<file path="config.mk">
export PLATFORM = sky130hd
export DESIGN_NAME = address_gen_nd
export DESIGN_NICKNAME = d
export VERILOG_FILES = /design/src/rtl/address_gen_nd.sv
export SDC_FILE = /design/constraint.sdc
export NUM_CORES = 1
export LEC_CHECK = 0
export ABC_AREA = 1
export CELL_PAD_IN_SITES_DETAIL_PLACEMENT = 0
export CELL_PAD_IN_SITES_GLOBAL_PLACEMENT = 1
export CORE_MARGIN = 4
export CORE_UTILIZATION = 45
export DETAILED_ROUTE_END_ITERATION = 8
export PLACE_DENSITY_LB_ADDON = 0.1
export SKIP_CTS_REPAIR_TIMING = 1
export SLEW_MARGIN = 20
export SYNTH_ARGS = -nofsm -noshare
export SYNTH_HDL_FRONTEND = slang
export SYNTH_SLANG_ARGS = --single-unit
</file>
<file path="constraint.sdc">
create_clock -name clk_i -period 12.82 [get_ports clk_i]
set_clock_uncertainty 0.1 [all_clocks]
set_input_delay 2.564 -clock clk_i [delete_from_list [all_inputs] [get_ports clk_i]]
set_output_delay 2.564 -clock clk_i [all_outputs]
set_load 0.02 [all_outputs]
</file>
<file path="src/rtl/address_gen_nd.sv">
// address_gen_nd: nested-loop word address generator for a Versat memory unit.
// Emits one byte address per valid/ready handshake across LOOPS nested levels
// (level 0 innermost), with a duty window on level 0 and per-level last flags.
// Optional: define ADDRESS_GEN_ND_BOUNDS_EN to add limit_i / oob_o bounds checking.
module address_gen_nd #(
  parameter int ADDR_W  = 10,
  parameter int DATA_W  = 32,
  parameter int CNT_W   = 10,
  parameter int LOOPS   = 4,
  parameter int DELAY_W = 7
) (
  input  logic                     clk_i,
  input  logic                     rst_i,
  input  logic                     run_i,
  input  logic [ADDR_W-1:0]        start_i,
  input  logic [DELAY_W-1:0]       delay_i,
  input  logic [CNT_W-1:0]         duty_i,
  input  logic [LOOPS*CNT_W-1:0]   count_i,
  input  logic [LOOPS*ADDR_W-1:0]  incr_i,
`ifdef ADDRESS_GEN_ND_BOUNDS_EN
  input  logic [ADDR_W-1:0]        limit_i,
  output logic                     oob_o,
`endif
  output logic                     valid_o,
  input  logic                     ready_i,
  output logic [ADDR_W-1:0]        addr_o,
  output logic                     store_o,
  output logic [LOOPS-1:0]         level_last_o,
  output logic                     last_o,
  output logic                     done_o
);

  localparam int OFFSET_W = $clog2(DATA_W / 8);

  // configuration captured at run_i
  logic [CNT_W-1:0]   count_q [LOOPS];
  logic [ADDR_W-1:0]  incr_q  [LOOPS];
  logic [CNT_W-1:0]   duty_q;
`ifdef ADDRESS_GEN_ND_BOUNDS_EN
  logic [ADDR_W-1:0]  limit_q;
`endif

  logic [CNT_W-1:0]   cnt  [LOOPS];
  logic [ADDR_W-1:0]  base [LOOPS];
  logic [DELAY_W-1:0] delay_ctr;

  logic [CNT_W-1:0]   eff [LOOPS];
  logic [CNT_W-1:0]   eff_duty;
  logic [LOOPS-1:0]   term;
  logic [LOOPS-1:0]   inc_oh;
  logic [LOOPS-1:0]   clr;
  logic [LOOPS-1:0]   base_ld;
  logic               all_term;
  logic               in_duty;
  logic [ADDR_W-1:0]  sel_base;
  logic [ADDR_W-1:0]  sel_incr;
  logic [ADDR_W-1:0]  new_addr;
  logic [ADDR_W-1:0]  incr0_sh;
  logic [ADDR_W-1:0]  start_sh;

  assign start_sh = start_i << OFFSET_W;
  assign incr0_sh = incr_q[0] << OFFSET_W;

  // per-level terminal detection; a zero count behaves as a single iteration
  always_comb begin
    for (int k = 0; k < LOOPS; k++) begin
      eff[k]  = (count_q[k] == '0) ? CNT_W'(1) : count_q[k];
      term[k] = ({1'b0, cnt[k]} + (CNT_W+1)'(1)) >= {1'b0, eff[k]};
    end
    eff_duty = (duty_q == '0) ? eff[0] : duty_q;
    in_duty  = cnt[0] < eff_duty;
  end

  // pick the lowest non-terminal level: it increments, everything below it
  // wraps to zero and reloads its base from the new address
  always_comb begin
    logic found;
    found    = 1'b0;
    inc_oh   = '0;
    clr      = '0;
    base_ld  = '0;
    sel_base = '0;
    sel_incr = '0;
    for (int k = 0; k < LOOPS; k++) begin
      if (!found) begin
        base_ld[k] = 1'b1;
        if (term[k]) begin
          clr[k] = 1'b1;
        end else begin
          inc_oh[k] = 1'b1;
          sel_base  = base[k];
          sel_incr  = incr_q[k];
          found     = 1'b1;
        end
      end
    end
    all_term = !found;
    new_addr = sel_base + (sel_incr << OFFSET_W);
  end

  // boundary flags are qualified by valid so they never show on idle cycles
  always_comb begin
    logic acc;
    acc          = valid_o;
    level_last_o = '0;
    for (int k = 0; k < LOOPS; k++) begin
      acc             = acc & term[k];
      level_last_o[k] = acc;
    end
    last_o  = level_last_o[LOOPS-1];
    store_o = valid_o & in_duty;
  end

  // config capture, start delay, and loop-nest advance on each handshake
  always_ff @(posedge clk_i or posedge rst_i) begin
    if (rst_i) begin
      valid_o   <= 1'b0;
      addr_o    <= '0;
      done_o    <= 1'b1;
      duty_q    <= '0;
      delay_ctr <= '0;
      for (int k = 0; k < LOOPS; k++) begin
        count_q[k] <= '0;
        incr_q[k]  <= '0;
        cnt[k]     <= '0;
        base[k]    <= '0;
      end
`ifdef ADDRESS_GEN_ND_BOUNDS_EN
      limit_q <= '0;
      oob_o   <= 1'b0;
`endif
    end else if (run_i) begin
      // a run while busy simply abandons the current nest
      addr_o    <= start_sh;
      done_o    <= 1'b0;
      duty_q    <= duty_i;
      delay_ctr <= delay_i;
      valid_o   <= (delay_i == '0);
      for (int k = 0; k < LOOPS; k++) begin
        count_q[k] <= count_i[k*CNT_W +: CNT_W];
        incr_q[k]  <= incr_i[k*ADDR_W +: ADDR_W];
        cnt[k]     <= '0;
        base[k]    <= start_sh;
      end
`ifdef ADDRESS_GEN_ND_BOUNDS_EN
      limit_q <= limit_i;
      oob_o   <= 1'b0;
`endif
    end else begin
      if (delay_ctr != '0) begin
        delay_ctr <= delay_ctr - DELAY_W'(1);
        if (delay_ctr == DELAY_W'(1)) begin
          valid_o <= 1'b1;
        end
      end
      if (valid_o && ready_i) begin
`ifdef ADDRESS_GEN_ND_BOUNDS_EN
        if (addr_o >= limit_q) begin
          oob_o <= 1'b1;
        end
`endif
        if (all_term) begin
          valid_o <= 1'b0;
          done_o  <= 1'b1;
        end else if (inc_oh[0]) begin
          // outside the duty window the address parks while the count runs on
          if (in_duty) begin
            addr_o <= addr_o + incr0_sh;
          end
          cnt[0] <= cnt[0] + CNT_W'(1);
        end else begin
          addr_o <= new_addr;
          for (int k = 0; k < LOOPS; k++) begin
            if (clr[k]) begin
              cnt[k] <= '0;
            end
            if (inc_oh[k]) begin
              cnt[k] <= cnt[k] + CNT_W'(1);
            end
          end
          for (int k = 1; k < LOOPS; k++) begin
            if (base_ld[k]) begin
              base[k] <= new_addr;
            end
          end
        end
      end
    end
  end

endmodule

</file>
# Word level (Yosys, flattened, before mapping)
# Index checks and enable logic that the tools add are counted.
[word_totals] ff_bits=179 latch_bits=0 ramBits=0 romBits=0 in_bits=111 word_cells=144 memories=0
[op_classes] n_addsub=11 multipliers=0 n_div=0 magnitude_cmp=5 eq_ne=5 n_shift=0 muxes=71 n_bitwise=5 reduce_logical=26
[op_table] operator="2-to-1 mux 10 bit" n=28
[op_table] operator="2-to-1 mux 30 bit" n=5
[op_table] operator="2-to-1 mux 40 bit" n=3
[op_table] operator="2-to-1 mux 8 bit" n=7
[op_table] operator="logical NOT 10 bit" n=5
[op_table] operator="adder 10 x 1 -> 11 bit, second input constant" n=4
[op_table] operator="greater-or-equal comparator 11 x 10 -> 1 bit" n=4
[op_table] operator="adder 10 x 1 -> 10 bit, second input constant" n=4
[op_table] operator="2-to-1 mux 1 bit" n=26
[op_table] operator="AND reduction 4 bit" n=6
[op_table] operator="adder 10 bit" n=2
[op_table] operator="2-to-1 mux 7 bit" n=2
[op_table] operator="nonzero test 3 bit" n=4
[op_table] operator="< comparator 10 bit" n=1
[op_table] operator="nonzero test 2 bit" n=5
[op_table] operator="equality test 7 x 1 -> 1 bit, second input constant" n=1
[op_table] operator="logical NOT 7 bit" n=1
[op_table] operator="nonzero test 7 bit" n=1
[op_table] operator="subtractor 7 x 1 -> 7 bit, second input constant" n=1
[op_table] operator="inequality test 2 bit, second input constant" n=3
[op_table] operator="AND reduction 3 bit" n=2
[op_table] operator="bitwise AND 1 bit" n=5
[op_table] operator="inequality test 3 x 2 -> 1 bit, second input constant" n=1
[op_table] operator="AND reduction 2 bit" n=1
[op_table] operator="logical AND 1 bit" n=1

# Longest topological paths before layout
[logic_depth] ltp_word=16 ltp_mapped=41

# Worst setup path after synthesis
# OpenSTA, ideal clock, no wires.
[synth_timing] path_type="register to output" startpoint="register cnt[20] in the netlist's numbering" endpoint="output port level_last_o[3]" arrival_time_ns=2.971 t_required_ns=10.156 setup_slack_ns=7.185 path_stages_with_launch=21 path_buffers=1 cell_sequence="dfrtp_1 -> ha_1 -> nand3_1 -> nor2_1 -> inv_1 -> nor3_1 -> inv_1 -> nand2_1 -> inv_1 -> ha_1 -> nand2_1 -> nor2_1 -> nand2_1 -> nand2_1 -> nand2_1 -> nand3_1 -> nand2_1 -> nand2_4 -> nand3_4 -> nor3_1 -> buf_4"
[synth_via] elab_chain_cells=5
[synth_rtl] item="from (decl)" line="43" text="logic [CNT_W-1:0] cnt [LOOPS];"
[synth_rtl] item="from (signal, indexed assignment)" line="178" text="cnt[k] <= cnt[k] + CNT_W'(1);"
[synth_rtl] item="adder 10 x 1 -> 11 bit" line="68" text="term[k] = ({1'b0, cnt[k]} + (CNT_W+1)'(1)) >= {1'b0, eff[k]};"
[synth_rtl] item="greater-or-equal comparator 11 x 10 -> 1 bit" line="68"
[synth_rtl] item="bitwise AND 1 bit (3 in series)" line="107" text="acc = acc & term[k];"
[synth_rtl] item="to (decl)" line="28" text="output logic [LOOPS-1:0] level_last_o,"
# Every way passes these cells.

# Worst setup path after layout
[layout_timing] startpoint="register cnt[2] in the netlist's numbering" endpoint="output port last_o"
[layout_via] elab_chain_cells=3
[layout_rtl] item="adder 10 x 1 -> 11 bit" line="68"
[layout_rtl] item="greater-or-equal comparator 11 x 10 -> 1 bit" line="68"
[layout_rtl] item="bitwise AND 1 bit" line="107"
[layout_rtl] item="to (decl)" line="29" text="output logic last_o,"
# Every way passes these cells.

==> flow_summary.toml <==
[run_status]
outcome = "completed"

[yosys]
syn_area_per_cell_um2 = 8.00
syn-num-nets = 1488
synthFlopType = "dfrtp_1"
synth.top_cells.by_area = "dfrtp_1 43%, nand2_1 13%, ha_1 8.4%, inv_1 7.4%, o21ai_0 6.3%"
yosysTopAreaCell = "dfrtp_1"
yosys.area_share.adder_pct = 8.77
synth.area.mux_share_pct = 0.0959
synth_async_sr_flop_share_pct = 100
synthSimpleGateAreaFrac_pct = 21.0
synth_top_area_share_pct = 42.7
synth_area_um2 = 10400
synthCells = 1305
yosysMostFrequentCell = "nand2_1"
synth_commonest_cells = "348 x nand2_1, 206 x inv_1, 178 x dfrtp_1"
ys_seq_elements = 179
synth_cell_type_count = 54
synth_edf_count = 0
synth_xor_area_share_pct = 3.36
synth_compound_area_share_pct = 14.0
synth_top_family_by_area = "simple AND/OR/NAND/NOR gates"
yosysWarningCount = 0
synth-seq-area-share_pct = 42.9

[hold_path]
hp-class = "flip-flop to flip-flop"

[setup_path]
crit_type = "flip-flop to primary output"
end_kind = "primary output"
start_kind = "flip-flop"
endpoint = "last_o"
crit_arrival_ps = 4200
rrSetupSlack_ps = 7290
ff2ff_path_depth = 35
r2r-start = "cnt[30]"
cp_slowest_stage_delay_ps = 690
slowest_stage = "clkdlybuf4s50_1"
worstPathRequired_ps = 10160
crit_chain = "inv_1 > nor3_1 > nand2_1 > nor2_1 > nand2_1 > nor3_1 > xor2_1 > inv_1 > ha_1 > nand3_1 > nor2_1 > nand2_1 > nand3_1 > clkinv_2 > nor3_1 > clkdlybuf4s50_1"
reg2reg_to = "base[19]"
setup.worst_path.start = "cnt[2]"
critPathMaxFanout = 4

[sta]
rsz0062_at_grt = "no"
fmax_mhz = 146
hold_viol = 0
holdWs_ps = 371
maxSlewViolCount = 0
post-route-period-util_pct = 53.6
finalSetupViolCount = 0
worstMarginPinSlew_ps = 856
relSlewSlack_pct = 42.9
post-route-min-period_ps = 6870
finalSetupTns_ps = 0

[cells_and_area]
layout-drive-gt1-share_pct = 6.04
syn_to_final_growth_pct = 19.2
fin_nets = 1593
antenna_cells = 0

[grt]
grt_pass1_vias = 8506
grt_start_max_net_pins = 121
grt-busiest-layer = "met2"
grt_pass1_wl_um = 43100
met1_usage_pct = 28.2
met3_usage_pct = 3.80
grt_overflow = 0
antenna_found_initial = 0
use_met2_pct = 34.3
grt_usage_pct = 20.6

[power]
switchingPower_mw = 0.434
p_sw_share_pct = 29.4
peakVddDrop_mv = 0.0745
power_frac_seq_pct = 43.8
clkPwrFrac_pct = 37.1
p_int_mw = 1.04
powerDensity_nw_per_um2 = 119
leakage_nw = 6.22
comb_power_share_pct = 19.1

[floorplanning]
initial_core_util_pct = 46.0
die-area_um2 = 25700
core_area_um2 = 22700
pin_count = 129
chipWidth_um = 160
fp-row-count = 55
fp.dieH_um = 160

[clock_tree]
cts-root-buf = "clkbuf_16"
cts.sinks = 179
clk-insertion-delay-late_ps = 440
numCtsBuffers = 17
path_clk_slew_ps = 70
tritoncts = "built"
cts-htree-levels = 4
clock_path_buffers = 2

[drt]
ant_nets = 0
via_per_inst = 5.03
drc_errors = 0
wirelength_um = 25700
wire_per_inst_um = 15.1
drt_iter0_drc = 501
vias = 8596
first_pass_iters = 5

[place]
dp_hpwl_um = 18900
place.port_buffers = 118
place_congestion = 0.817

[flow_run]
maxCapViolations = 0
[worst min path at each step]
stage                     from    endpoint  slack (ps)  cells after the start
floorplan            incr_q[0]   incr_q[0]         340                      2
global placement    incr_q[10]  incr_q[10]         360                      2
detailed placement  incr_q[14]  incr_q[14]         360                      2
CTS                 incr_q[14]  incr_q[14]         380                      2
global route        incr_q[11]  incr_q[11]         400                      2
finish              incr_q[14]  incr_q[14]         370                      2
[worst max-delay path, delay by kind of cell (launching register included)]
kind	cells	cell delay [ps]
DFF	1	410
buffers and inverters	4	1010
adders and majority gates	1	320
xor gates and xnor gates	1	270
and+or+nand+nor	10	1750
[placed cells by master, fill, tap and decap left out, types with 11 or more instances in the layout]
| master | netlist | final |
|---|---|---|
| a21oi_1 | 39 | 39 |
| clkbuf_16 | 0 | 17 |
| clkdlybuf4s50_1 | 0 | 117 |
| dfrtp_1 | 178 | 178 |
| ha_1 | 70 | 70 |
| inv_1 | 206 | 205 |
| inv_2 | 11 | 11 |
| nand2_1 | 348 | 348 |
| nand3_1 | 34 | 34 |
| nand4_1 | 20 | 20 |
| nor2_1 | 58 | 58 |
| nor3_1 | 14 | 14 |
| o21ai_0 | 131 | 131 |
| o21ai_1 | 14 | 14 |
| o22ai_1 | 25 | 25 |
| xor2_1 | 36 | 36 |
[power groups by stage]
stage / logic (mW) / registers (mW) / clock network [mW]
after global routing: 0.327 / 0.653 / 0.583
after detailed placement: 0.286 / 0.656 / 0
after floorplan: 0.179 / 0.658 / 0
after global placement: 0.281 / 0.656 / 0
after CTS: 0.288 / 0.647 / 0.560
final: 0.283 / 0.647 / 0.548
[metrics by stage]
step                instances  power [mW]  setup slack (ps)  utilization [%]  instance area (um^2)
finish                   1708        1.48              5950             54.8                 12400
global route             1708        1.56              5620             54.8                 12400
CTS                      1708        1.49              5920             54.8                 12400
detailed placement       1676       0.942              6450             52.1                 11800
global placement         1676       0.937              6480             52.1                 11800
floorplan                1305       0.838              5300                -                 10400
[sequential cells by signal, summed over array words and instances, names as in the netlist]
name / flops
addr_o: 10
base: 38
cnt: 40
count_q: 40
delay_ctr: 7
done_o: 1
duty_q: 10
incr0_sh: 8
incr_q: 24
valid_o: 1
[cell type report]
type	count	area (um^2)
inverter	221	848
fill	2153	10300
timing repair buffer	122	1210
tap	285	357
sequential	179	4480
multi-input combinational	869	4940
clock inverter	15	181
clock buffer	17	425
[logic make-up (layout without fill, tap and decap cells)]
family	count (synthesis)	count (layout)
flip-flops	179	179
AND/OR/NAND/NOR	504	504
AO/OA/AOI/OAI	252	252
multiplexers	1	1
adder cells (fa/ha/maj)	72	72
XOR/XNOR	40	40
buffers and inverters	257	375
[metal layers]
metal	up-vias	wire length, um
li1	4425	-
met1	3993	12500
met4	0	238
met2	158	12100
met5	-	0
met3	20	901
(Power assumes the default switching activity.)
